### config.mk
export PLATFORM = sky130hd
export DESIGN_NAME = noc_packet_arbiter
export DESIGN_NICKNAME = d
export VERILOG_FILES = /design/src/rtl/noc_packet_arbiter.sv
export SDC_FILE = /design/constraint.sdc
export NUM_CORES = 1
export LEC_CHECK = 0
export ABC_AREA = 1
export CORE_ASPECT_RATIO = 1.4
export CORE_MARGIN = 4
export CORE_UTILIZATION = 27
export CTS_CLUSTER_SIZE = 40
export DETAILED_ROUTE_END_ITERATION = 8
export PLACE_DENSITY = 0.9
export SLEW_MARGIN = 20
export SYNTH_ARGS = -nofsm -noshare
export SYNTH_HDL_FRONTEND = slang
export SYNTH_SLANG_ARGS = --single-unit
### constraint.sdc
create_clock -name noc_clk -period 2.6 [get_ports noc_clk]
set_clock_uncertainty 0.15 [all_clocks]
set_input_delay 0.26 -clock noc_clk [delete_from_list [all_inputs] [get_ports noc_clk]]
set_output_delay 0.26 -clock noc_clk [all_outputs]
set_load 0.005 [all_outputs]
### src/rtl/noc_packet_arbiter.sv
// noc_packet_arbiter: packet-granular round-robin arbiter that steers one of
// NUM_REQ local requesters onto one of two router input VCs and holds the
// grant/VC lock (wormhole) until the tail flit handshakes.
// Optional watchdog: define NOC_ARB_WATCHDOG_EN to build the stall counter and
// the sticky arb_timeout flag; otherwise arb_timeout is tied low.
//
// state   | meaning
// --------+-----------------------------------------------------------
// ST_IDLE | no packet in flight; arbitrate header flits, pick a free VC
// ST_BUSY | grant/VC locked; flits of the granted requester pass through

`ifndef Noc_Data_Width
`define Noc_Data_Width 32
`endif

module noc_packet_arbiter #(
  parameter int NUM_REQ        = 4,
  parameter int PTR_W          = 2,
  parameter int TIMEOUT_CYCLES = 1024
) (
  input  logic                               noc_clk,
  input  logic                               noc_rst_n,
  input  logic [NUM_REQ-1:0]                 req_valid,
  output logic [NUM_REQ-1:0]                 req_ready,
  input  logic [NUM_REQ*`Noc_Data_Width-1:0] req_flit,
  input  logic [NUM_REQ-1:0]                 req_is_header,
  input  logic [NUM_REQ-1:0]                 req_is_tail,
  output logic                               Noc_sender_channel0_valid,
  input  logic                               Noc_sender_channel0_ready,
  output logic [`Noc_Data_Width-1:0]         Noc_sender_channel0_flit,
  input  logic                               Noc_sender_channel0_VCready,
  output logic                               Noc_sender_channel0_is_header,
  output logic                               Noc_sender_channel0_is_tail,
  output logic                               Noc_sender_channel1_valid,
  input  logic                               Noc_sender_channel1_ready,
  output logic [`Noc_Data_Width-1:0]         Noc_sender_channel1_flit,
  input  logic                               Noc_sender_channel1_VCready,
  output logic                               Noc_sender_channel1_is_header,
  output logic                               Noc_sender_channel1_is_tail,
  output logic                               arb_busy,
  output logic                               arb_timeout
);

  localparam int W = `Noc_Data_Width;

  // Reject parameter sets the pointer arithmetic cannot handle.
  if (NUM_REQ < 2 || NUM_REQ > 8 || PTR_W != $clog2(NUM_REQ) || TIMEOUT_CYCLES < 1)
  begin : g_bad_param
    $error("noc_packet_arbiter: unsupported parameter set");
  end

  typedef enum logic {ST_IDLE, ST_BUSY} state_t;

  state_t             r_state;
  state_t             w_state_nxt;
  logic [PTR_W-1:0]   r_grant;
  logic               r_vc_sel;
  logic [PTR_W-1:0]   r_rr_ptr;

  logic [NUM_REQ-1:0] w_cand;
  logic [PTR_W-1:0]   w_scan;
  logic [PTR_W-1:0]   w_winner;
  logic               w_found;
  logic [PTR_W-1:0]   w_rr_nxt;
  logic               w_vc_ok;
  logic               w_vc_pick;
  logic               w_take;

  logic [NUM_REQ-1:0] w_gnt_oh;
  logic               w_g_valid;
  logic               w_g_hdr;
  logic               w_g_tail;
  logic [W-1:0]       w_g_flit;
  logic               w_g_ready;
  logic               w_hs;

  assign w_cand    = req_valid & req_is_header;
  assign w_vc_ok   = Noc_sender_channel0_VCready | Noc_sender_channel1_VCready;
  assign w_vc_pick = ~Noc_sender_channel0_VCready;
  assign w_take    = (r_state == ST_IDLE) & w_found & w_vc_ok;
  assign w_rr_nxt  = (w_winner == PTR_W'(NUM_REQ-1)) ? '0 : w_winner + 1'b1;

  // Round-robin scan: first header-presenting requester at or after rr_ptr.
  always_comb begin
    w_found  = 1'b0;
    w_winner = '0;
    w_scan   = r_rr_ptr;
    for (int k = 0; k < NUM_REQ; k++) begin
      if (!w_found && w_cand[w_scan]) begin
        w_found  = 1'b1;
        w_winner = w_scan;
      end
      w_scan = (w_scan == PTR_W'(NUM_REQ-1)) ? '0 : w_scan + 1'b1;
    end
  end

  // Mux the granted requester's flit and sideband out of the flat bus.
  always_comb begin
    w_gnt_oh  = '0;
    w_g_valid = 1'b0;
    w_g_hdr   = 1'b0;
    w_g_tail  = 1'b0;
    w_g_flit  = '0;
    for (int i = 0; i < NUM_REQ; i++) begin
      if (r_grant == PTR_W'(i)) begin
        w_gnt_oh[i] = 1'b1;
        w_g_valid   = req_valid[i];
        w_g_hdr     = req_is_header[i];
        w_g_tail    = req_is_tail[i];
        w_g_flit    = req_flit[i*W +: W];
      end
    end
  end

  assign w_g_ready = r_vc_sel ? Noc_sender_channel1_ready : Noc_sender_channel0_ready;
  assign w_hs      = (r_state == ST_BUSY) & w_g_valid & w_g_ready;
  assign arb_busy  = (r_state == ST_BUSY);

  // State register plus grant/VC/pointer capture at arbitration time.
  always_ff @(posedge noc_clk or negedge noc_rst_n) begin
    if (!noc_rst_n) begin
      r_state  <= ST_IDLE;
      r_grant  <= '0;
      r_vc_sel <= 1'b0;
      r_rr_ptr <= '0;
    end else begin
      r_state <= w_state_nxt;
      if (w_take) begin
        r_grant  <= w_winner;
        r_vc_sel <= w_vc_pick;
        r_rr_ptr <= w_rr_nxt;
      end
    end
  end

  // Next state and combinational steering; VCready is only looked at in IDLE.
  always_comb begin
    w_state_nxt                   = r_state;
    req_ready                     = '0;
    Noc_sender_channel0_valid     = 1'b0;
    Noc_sender_channel0_flit      = '0;
    Noc_sender_channel0_is_header = 1'b0;
    Noc_sender_channel0_is_tail   = 1'b0;
    Noc_sender_channel1_valid     = 1'b0;
    Noc_sender_channel1_flit      = '0;
    Noc_sender_channel1_is_header = 1'b0;
    Noc_sender_channel1_is_tail   = 1'b0;
    case (r_state)
      ST_IDLE: begin
        if (w_take) w_state_nxt = ST_BUSY;
      end
      ST_BUSY: begin
        req_ready = w_gnt_oh & {NUM_REQ{w_g_ready}};
        if (!r_vc_sel) begin
          Noc_sender_channel0_valid     = w_g_valid;
          Noc_sender_channel0_flit      = w_g_flit;
          Noc_sender_channel0_is_header = w_g_hdr;
          Noc_sender_channel0_is_tail   = w_g_tail;
        end else begin
          Noc_sender_channel1_valid     = w_g_valid;
          Noc_sender_channel1_flit      = w_g_flit;
          Noc_sender_channel1_is_header = w_g_hdr;
          Noc_sender_channel1_is_tail   = w_g_tail;
        end
        if (w_hs && w_g_tail) w_state_nxt = ST_IDLE;
      end
      default: w_state_nxt = ST_IDLE;
    endcase
  end

`ifdef NOC_ARB_WATCHDOG_EN
  localparam int CNT_W = $clog2(TIMEOUT_CYCLES + 1);

  logic [CNT_W-1:0] r_stall_cnt;
  logic             r_timeout;

  // Count consecutive stalled BUSY cycles; the flag is sticky until reset.
  always_ff @(posedge noc_clk or negedge noc_rst_n) begin
    if (!noc_rst_n) begin
      r_stall_cnt <= '0;
      r_timeout   <= 1'b0;
    end else begin
      if (r_state != ST_BUSY || w_hs) begin
        r_stall_cnt <= '0;
      end else if (r_stall_cnt != CNT_W'(TIMEOUT_CYCLES)) begin
        r_stall_cnt <= r_stall_cnt + 1'b1;
      end
      if (r_stall_cnt == CNT_W'(TIMEOUT_CYCLES)) r_timeout <= 1'b1;
    end
  end

  assign arb_timeout = r_timeout;
`else
  assign arb_timeout = 1'b0;
`endif

endmodule
After elaboration in Yosys (flattened, before gate mapping) --
Index checks and enable logic that the tools add are counted.
Storage, ports and cells: register bits 6, output and inout port bits 76, memory bits (writable) 0, memories kept 0, latch bits 0, word-level logic and storage cells 97, bits in read-only memories 0
Cells by class: add/sub/neg operators 4, divide/modulo/power cells 0, bitwise gates (word level) 9, muxes and demuxes 61, equal/unequal tests 7, reduce and logical (&&, ||, !) cells 8, shift operators 0, $lt $le $gt $ge 4, multipliers 0
Operators by type and width (number):
- two-way mux 32 bit | 8
- two-way mux 1 bit | 39
- two-way mux 2 bit | 8
- == test 2 bit, second input constant | 6
- less-than comparator 2 x 3 -> 1 bit, second input constant | 4
- adder 2 x 1 -> 2 bit, second input constant | 4
- bitwise AND 4 bit | 2
- binary-select mux 1 bit (select 2 bit) | 4
- bitwise AND 1 bit | 4
- logical AND 1 bit | 4
- two-way mux 4 bit | 1
- zero test 1 bit | 3
- == test 2 x 1 -> 1 bit, second input constant | 1
- zero test 2 bit | 1
- inverter 1 bit | 2
- case mux 1 bit (2 select lines) | 1
- OR 1 bit | 1

Depth between registers and ports, before layout --
Gate-level depths: netlist (run 1).
depth in word-level cells 17, depth in mapped cells 14, gate-level depth less buffers 14

Worst setup path after synthesis (run 1) --
Ideal clock, no wire load.
kind reg2reg, from register r_rr_ptr[0], to register r_rr_ptr[0], required time 2.331 ns, cell stages (with the launch flop) 12, path buffers 0, data arrival time 1.665 ns, path slack 0.666 ns, cells stage by stage dfrtp_1 > ha_1 > inv_2 > nand2_2 > clkinv_1 > a21oi_2 > nor2_2 > nand3_2 > nand2_2 > nor2_4 > nand3_2 > o21a_1
On the way: cells in the longest elaborated chain, start to end 14, elaborated cells between the ends (all ways) 36, classes of those cells add/sub: 4; eq/ne: 4; mux: 20; bitwise: 2; reduce/logical: 6
RTL lines:
- from (decl) | RTL line 58 | logic [PTR_W-1:0] r_rr_ptr;
- from (signal assigned) | RTL line 131 | r_rr_ptr <= w_rr_nxt;
- parallel branches: the longest is 14 deep, another holds adder 2 x 1 -> 2 bit
Several ways; the timed one is not identified. The select of a mux whose other input is x is not followed. A chain may end at the register's enable or synchronous reset.

Final worst setup path (run 1) --
from register r_grant[0], to output port Noc_sender_channel0_flit[27]
On the way: cells in the longest elaborated chain, start to end 7, elaborated cells between the ends (all ways) 10, classes of those cells eq/ne: 3; mux: 6; reduce/logical: 1
RTL lines:
- from (decl) | RTL line 56 | logic [PTR_W-1:0] r_grant;
- from (signal assigned) | RTL line 129 | r_grant <= w_winner;
- zero test 2 bit | RTL line 105 | if (r_grant == PTR_W'(i)) begin
- two-way mux 32 bit (3 in a row) | RTL line 105
- two-way mux 32 bit (*) | RTL line 105
- two-way mux 32 bit (*) | RTL line 154 | if (!r_vc_sel) begin
- two-way mux 32 bit (*) | RTL line 148 | case (r_state)
- to (decl) | RTL line 30 | output logic [`Noc_Data_Width-1:0] Noc_sender_channel0_flit,
Every way passes the cells marked *; elsewhere a longest branch is shown, timed or not.

==> results of run 1 <==
==> per-layer routing <==
layer	global-route usage	wire, microns
met4	0.100	466
met3	0.0720	1030
met5	0	0
met1	0.249	3880
met2	0.482	5740
==> flip-flops by register name, summed over array words and instances, names as in the netlist <==
register  cells
r_grant       2
r_rr_ptr      2
arb_busy      1
r_vc_sel      1
==> final timing paths <==
kind,from,to,slack (ps),cells past startpoint
setup / recovery,r_grant[0],Noc_sender_channel0_flit[27],90,8
hold / removal,noc_rst_n,r_vc_sel,130,1
setup reg to reg,r_rr_ptr[0],r_rr_ptr[1],450,12
hold reg to reg,r_vc_sel,r_vc_sel,400,2
max in group asynchronous,noc_rst_n,r_grant[1],1940,1
min in group noc_clk,r_vc_sel,r_vc_sel,400,2
==> worst reg2reg max path: cells and delay by family, from the launching register on <==
kind | cells | cell delay (ps)
buffers and inverters | 3 | 250
AND/OR/NAND/NOR | 7 | 640
AO/OA/AOI/OAI | 1 | 110
flip-flops | 1 | 450
adder cells (fa/ha/maj) | 1 | 430
==> final cells by class <==
cell class | count | area, sq um | share of cell area
sequential | 6 | 150 | 0.0348
inverter | 26 | 100 | 0.0232
multi-input combinational | 304 | 1550 | 0.360
timing repair buffer | 233 | 2350 | 0.546
tap | 92 | 115 | 0.0267
clock buffer | 3 | 41.3 | 0.00958
==> kinds of logic after synthesis <==
kind of cell / count (synthesis) / share of synthesized area
buffers and inverters: 50 / 0.112
other: 1 / 0.00203
flip-flops: 6 / 0.0812
adder cells (fa/ha/maj): 1 / 0.00676
AND/OR/NAND/NOR: 208 / 0.491
AO/OA/AOI/OAI: 93 / 0.302
multiplexers: 1 / 0.00541
==> through the flow <==
step                      power [mW]  hold slack, ps   util  setup slack (ps)  cell area (sq um)
final                           4.70             134  0.652              93.0               4310
after global routing            5.13             153  0.652             -41.9               4310
after CTS                       4.59             145  0.635              2.54               4200
after detailed placement        4.42             383  0.628               192               4150
after global placement          4.30             363  0.628               253               4150
after floorplan                 2.45            -186      -               666               1850
==> report_power, final <==
group          switching, mW  internal [mW]  total, mW
logic                   2.25           2.11       4.36
registers             0.0559          0.142      0.198
clock network         0.0420         0.0996      0.142
==> cell usage in the layout (no fill, tap or decap) <==
cell type        instances
buf_8                    1
clkdlybuf4s50_1        213
buf_4                    7
o22ai_2                  1
inv_1                   16
nor2_1                  86
nand2_2                  6
o21ai_1                 19
o21ai_0                 21
a21oi_1                  8
nand4_1                  1
inv_4                    1
buf_12                   1
dfrtp_1                  6
dlymetal6s2s_1           7
conb_1                   1
nand2_1                 81
o21a_1                   1
o22ai_1                 15
nor2_2                   3
and2_1                   1
clkinv_1                 2
nor3_1                   2
mux2i_1                  1
nand3_2                  6
clkbuf_8                 3
ha_1                     1
inv_2                    7
nor2_4                   2
a221oi_2                 2
nand3_1                 16
a221oi_1                14
nor2_8                   1
buf_6                    4
or2_2                    2
nand2_4                  1
o21ai_2                  3
a21oi_2                  9
==> timing repair <==
| action | CTS | global route |
|---|---|---|
| resized for setup | 1 | 30 |
| setup buffers | 0 | 2 |
| endpoints found under the setup margin | 2 | 58 |
==> impl_metrics.ini, run 1 <==
[run_status]
outcome = finished, final reports clean

[floorplan]
die_area_sq_mm = 0.00826
num_io_pins = 222
initial_core_util = 0.280
core_area_sq_mm = 0.00661
die_height_microns = 106
dieWidth_microns = 77.9
row_count = 35

[global_route]
grt_overflow_total = 0
maximum_number_of_pins_on_one_net_before_global_route_repair = 36
number_of_antenna_violations_at_the_first_check_in_global_routing = 0
grt_first_pass_wirelength_microns = 16600
grtUsageTotal = 0.251
grt_pass1_vias = 3501

[sta]
setup_viol_count_final = 0
timing.final.crit_period_ps = 2510
rsz0062_at_grt = true
worst-slew-pin-transition_ps = 733
fmax_mhz = 399
timing_hold_violations_final = 0
slew_violations = 0
final_min_period_over_clock_period = 0.964
max-slew-margin-rel = 0.511
final.setup.tns_ps = 0

[synthesis]
synth_top_cell_area_share = 0.175
mappedNetlistArea_sq_mm = 0.00185
synth_seq_cells = 6
seq_area_frac_synth = 0.0812
syn-num-nets = 507
yosysWarnings = 0
leading_post_synthesis_cells_by_instance_count = 86 x nor2_1, 81 x nand2_1, 24 x o21ai_0
netlist_instances = 360
dominantRegCellSynth = dfrtp_1
synth_top_cell_by_area = nor2_1
count_of_unique_library_cells_instantiated_by_yosys = 31
postSynth.asyncResetShare = 1.00
synthMostInstantiatedCell = nor2_1
post_synth_edffs = 0
synth_top_cells_by_area = nor2_1 17%, nand2_1 16%, dfrtp_1 8.1%
average_instance_area_after_synthesis_sq_um = 5.14

[worst_setup_path]
critPathBufInv = 5
worst-endpoint-arrival_ps = 2100
cp_slowest_stage_delay_ps = 570
start_kind = flop
worst_setup_path_end_kind = primary output
crit_fanout = 26
critical-path-top-delay-family = buffers and inverters
worstSetupPathType = flop to primary output
crit_required_ps = 2190
crit_chain = buf_4, inv_2, buf_8, o22ai_1, o21ai_0, inv_1, nor2_1, clkdlybuf4s50_1
cp_slowest_cell = clkdlybuf4s50_1

[hold_path]
timing.hold.worst.class = input pin to async pin

[route]
first_iter_violations = 129
count_of_antenna_violating_nets_left_after_detailed_routing = 0
vias = 3378
first_pass_iters = 4
routed_via_density = 5.09
remaining_drc_errors = 0
detailed_route_wl_microns = 11100
avgRoutedWirePerCell_microns = 16.8

[clocking]
clock-root-buffer = clkbuf_8
clock_path_buffers = 2
cts-buffers-inserted = 3
clock_insertion_delay_worst_skew_ps = 220
clk_pin_slew_ps = 40
htree_num_levels = 1
cts_num_sinks = 6
cts_tree = yes
holdBufCountCts = 0

[pwr]
powerDensity_mw_per_mm2 = 1090
vdd.ir_drop.worst_v = 0.000730
leakagePower_nw = 1.86

[placement]
placed_cells = 659
place.detailed.hpwl_microns = 9170
number_of_buffers_inserted_by_port_buffering = 220
gp_routability_congestion = 0.885

[final_layout]
num_antenna_cells = 0
layoutNonFillerInstCount = 664
design.final.nets = 721
layout.filler_cells = 570
post_route_cells_drive_above_1_share = 0.105
syn_to_final_growth_pct = 133

[run]
timing.max_cap.violations = 0
(Power assumes the default switching activity.)
==> inputs of run 2 (changes only) <==
CORE_UTILIZATION = 25   (was 27)
CTS_CLUSTER_DIAMETER = 30   (was default)
PLACE_DENSITY = 0.88   (was 0.9)
clock period = 2.1 ns   (was 2.6 ns; I/O delays follow)
==> impl_metrics.ini, run 2 (synthesis results as in run 1) <==
[run_status]
outcome = finished, violations left
failed_checks = setup timing

[route]
vias = 3754
remaining_drc_errors = 0
detailed_route_wl_microns = 13100
avgRoutedWirePerCell_microns = 18.4
first_iter_violations = 178
topRoutingLayerUsed = met4
first_pass_iters = 4
met2_length_microns = 6880
count_of_antenna_violating_nets_left_after_detailed_routing = 0
met3_wirelength_microns = 1360
wl_met1_microns = 4320
routed_via_density = 5.25

[placement]
placed_cells = 675
placement.cell_area_sq_mm = 0.00429
place.detailed.hpwl_microns = 9290
number_of_buffers_inserted_by_port_buffering = 220
gp_routability_congestion = 0.847

[global_route]
grt_overflow_total = 0
maximum_number_of_pins_on_one_net_before_global_route_repair = 27
grt_pass1_vias = 3697
number_of_antenna_violations_at_the_first_check_in_global_routing = 0
grtUsageTotal = 0.250
grt_first_pass_wirelength_microns = 17500

[floorplan]
core_area_sq_mm = 0.00707
die_area_sq_mm = 0.00886
row_count = 36
dieWidth_microns = 80.7
die_height_microns = 110
num_io_pins = 222
initial_core_util = 0.262

[final_layout]
biggestRegsByFlops = r_grant: 2 flops, r_rr_ptr: 2 flops
layout.filler_cells = 588
multi_input_area_sq_mm = 0.00186
postLayoutCoreUtil = 0.687
most_common_cell_after_layout_fill_and_taps_aside = clkdlybuf4s50_1
fin_area_sq_mm = 0.00486
num_antenna_cells = 0
final_cell_mix = 147 x clkdlybuf4s50_1, 80 x nand2_1, 79 x nor2_1
design.final.nets = 769
layoutNonFillerInstCount = 715
layout.area.seq_sq_um = 154
post_route_cells_drive_above_1_share = 0.332
syn_to_final_growth_pct = 163

[clocking]
clock_path_buffers = 2
clk_pin_slew_ps = 40
holdBufCountCts = 0
cts_num_sinks = 6
clock-root-buffer = clkbuf_8
htree_num_levels = 1
cts-buffers-inserted = 3
cts_tree = yes
clock_insertion_delay_worst_skew_ps = 220

[worst_setup_path]
crit_chain = nor2_4, clkinv_2, buf_12, o22ai_2, nor2_1, a21oi_2, buf_4, nor2_1, dlygate4sd2_1
critPathBufInv = 4
cp_slowest_stage_delay_ps = 450
worst_setup_path_end_kind = primary output
worstSetupPathType = flop to primary output
regToRegEndpoint = r_rr_ptr[0]
worst-endpoint-arrival_ps = 1880
crit_required_ps = 1740
critical-path-top-delay-family = buffers and inverters
r2r_cells = 10
cp_slowest_cell = dfrtp_2
start_kind = flop
crit_fanout = 11
start_of_the_worst_register_to_register_path = r_rr_ptr[0]
crit_top_cell = nor2_1
r2r_slack_ps = 110

[sta]
holdWs_ps = 86.4
rsz0062_at_grt = true
final_min_period_over_clock_period = 1.06
setup_viol_count_final = 21
timing_hold_violations_final = 0
timing.final.crit_period_ps = 2240
timing.final.ws_setup_ps = -135
slew_violations = 0
fmax_mhz = 447

[pwr]
leakagePower_nw = 2.33
vdd.ir_drop.worst_v = 0.00113
report.power.total_mw = 7.02
powerDensity_mw_per_mm2 = 1440

[hold_path]
timing.hold.worst.class = input pin to async pin

[run]
timing.max_cap.violations = 0
-- run 2: changes by cell type in the layout (fill, tap and decap cells not counted), sizes merged --
cell / change
buf: +52
inv: -1
clkdlybuf4s50: -66
clkinv: +1
clkbuf: +38
dlygate4sd2: +23
dlymetal6s2s: -1
clkdlybuf4s15: +2
-- run 2: area by class of cell --
cell class	instances	share of cell area
multi-input cells	304	0.383
clock buffers	3	0.00850
flip-flops and latches	6	0.0317
inverters	26	0.0219
well taps	95	0.0245
repair buffers	281	0.530
-- run 2: power breakdown --
group | internal [mW] | total (mW) | switching, mW
combinational | 3.13 | 6.58 | 3.45
sequential | 0.182 | 0.260 | 0.0788
clock | 0.123 | 0.175 | 0.0518
total | 3.43 | 7.02 | 3.58
-- run 2: worst max-delay path by stage --
stage | start | end | slack (ps) | cells after the start
6_report | r_grant[1] | Noc_sender_channel1_flit[18] | -140 | 9
5_1_grt | r_grant[0] | Noc_sender_channel0_flit[16] | -230 | 10
4_1_cts | r_grant[1] | Noc_sender_channel1_flit[22] | -210 | 8
3_5_place_dp | r_grant[1] | Noc_sender_channel0_valid | -110 | 8
3_3_place_gp | r_grant[0] | Noc_sender_channel0_valid | -10 | 7
2_1_floorplan | r_rr_ptr[0] | r_rr_ptr[0] | 170 | 11
-- run 2: repair_timing --
| action | in CTS | in global routing |
|---|---|---|
| resized for setup | 123 | 153 |
| setup buffers | 12 | 24 |
| pin swaps | 8 | 25 |
| setup endpoints to repair | 71 | 71 |
| cloned | 1 | 1 |
-- run 2: layer usage --
layer	vias up	track usage
met4	0	0.105
met3	48	0.0762
met1	1751	0.236
li1	1727	-
met5	-	0
met2	228	0.486
-- run 2: metrics by stage --
stage	TNS (ps)	worst slack [ps]
floorplan	0	166
global placement	-38.8	-12.1
detailed placement	-943	-113
CTS	-2040	-210
global route	-4180	-231
finish	-1370	-135
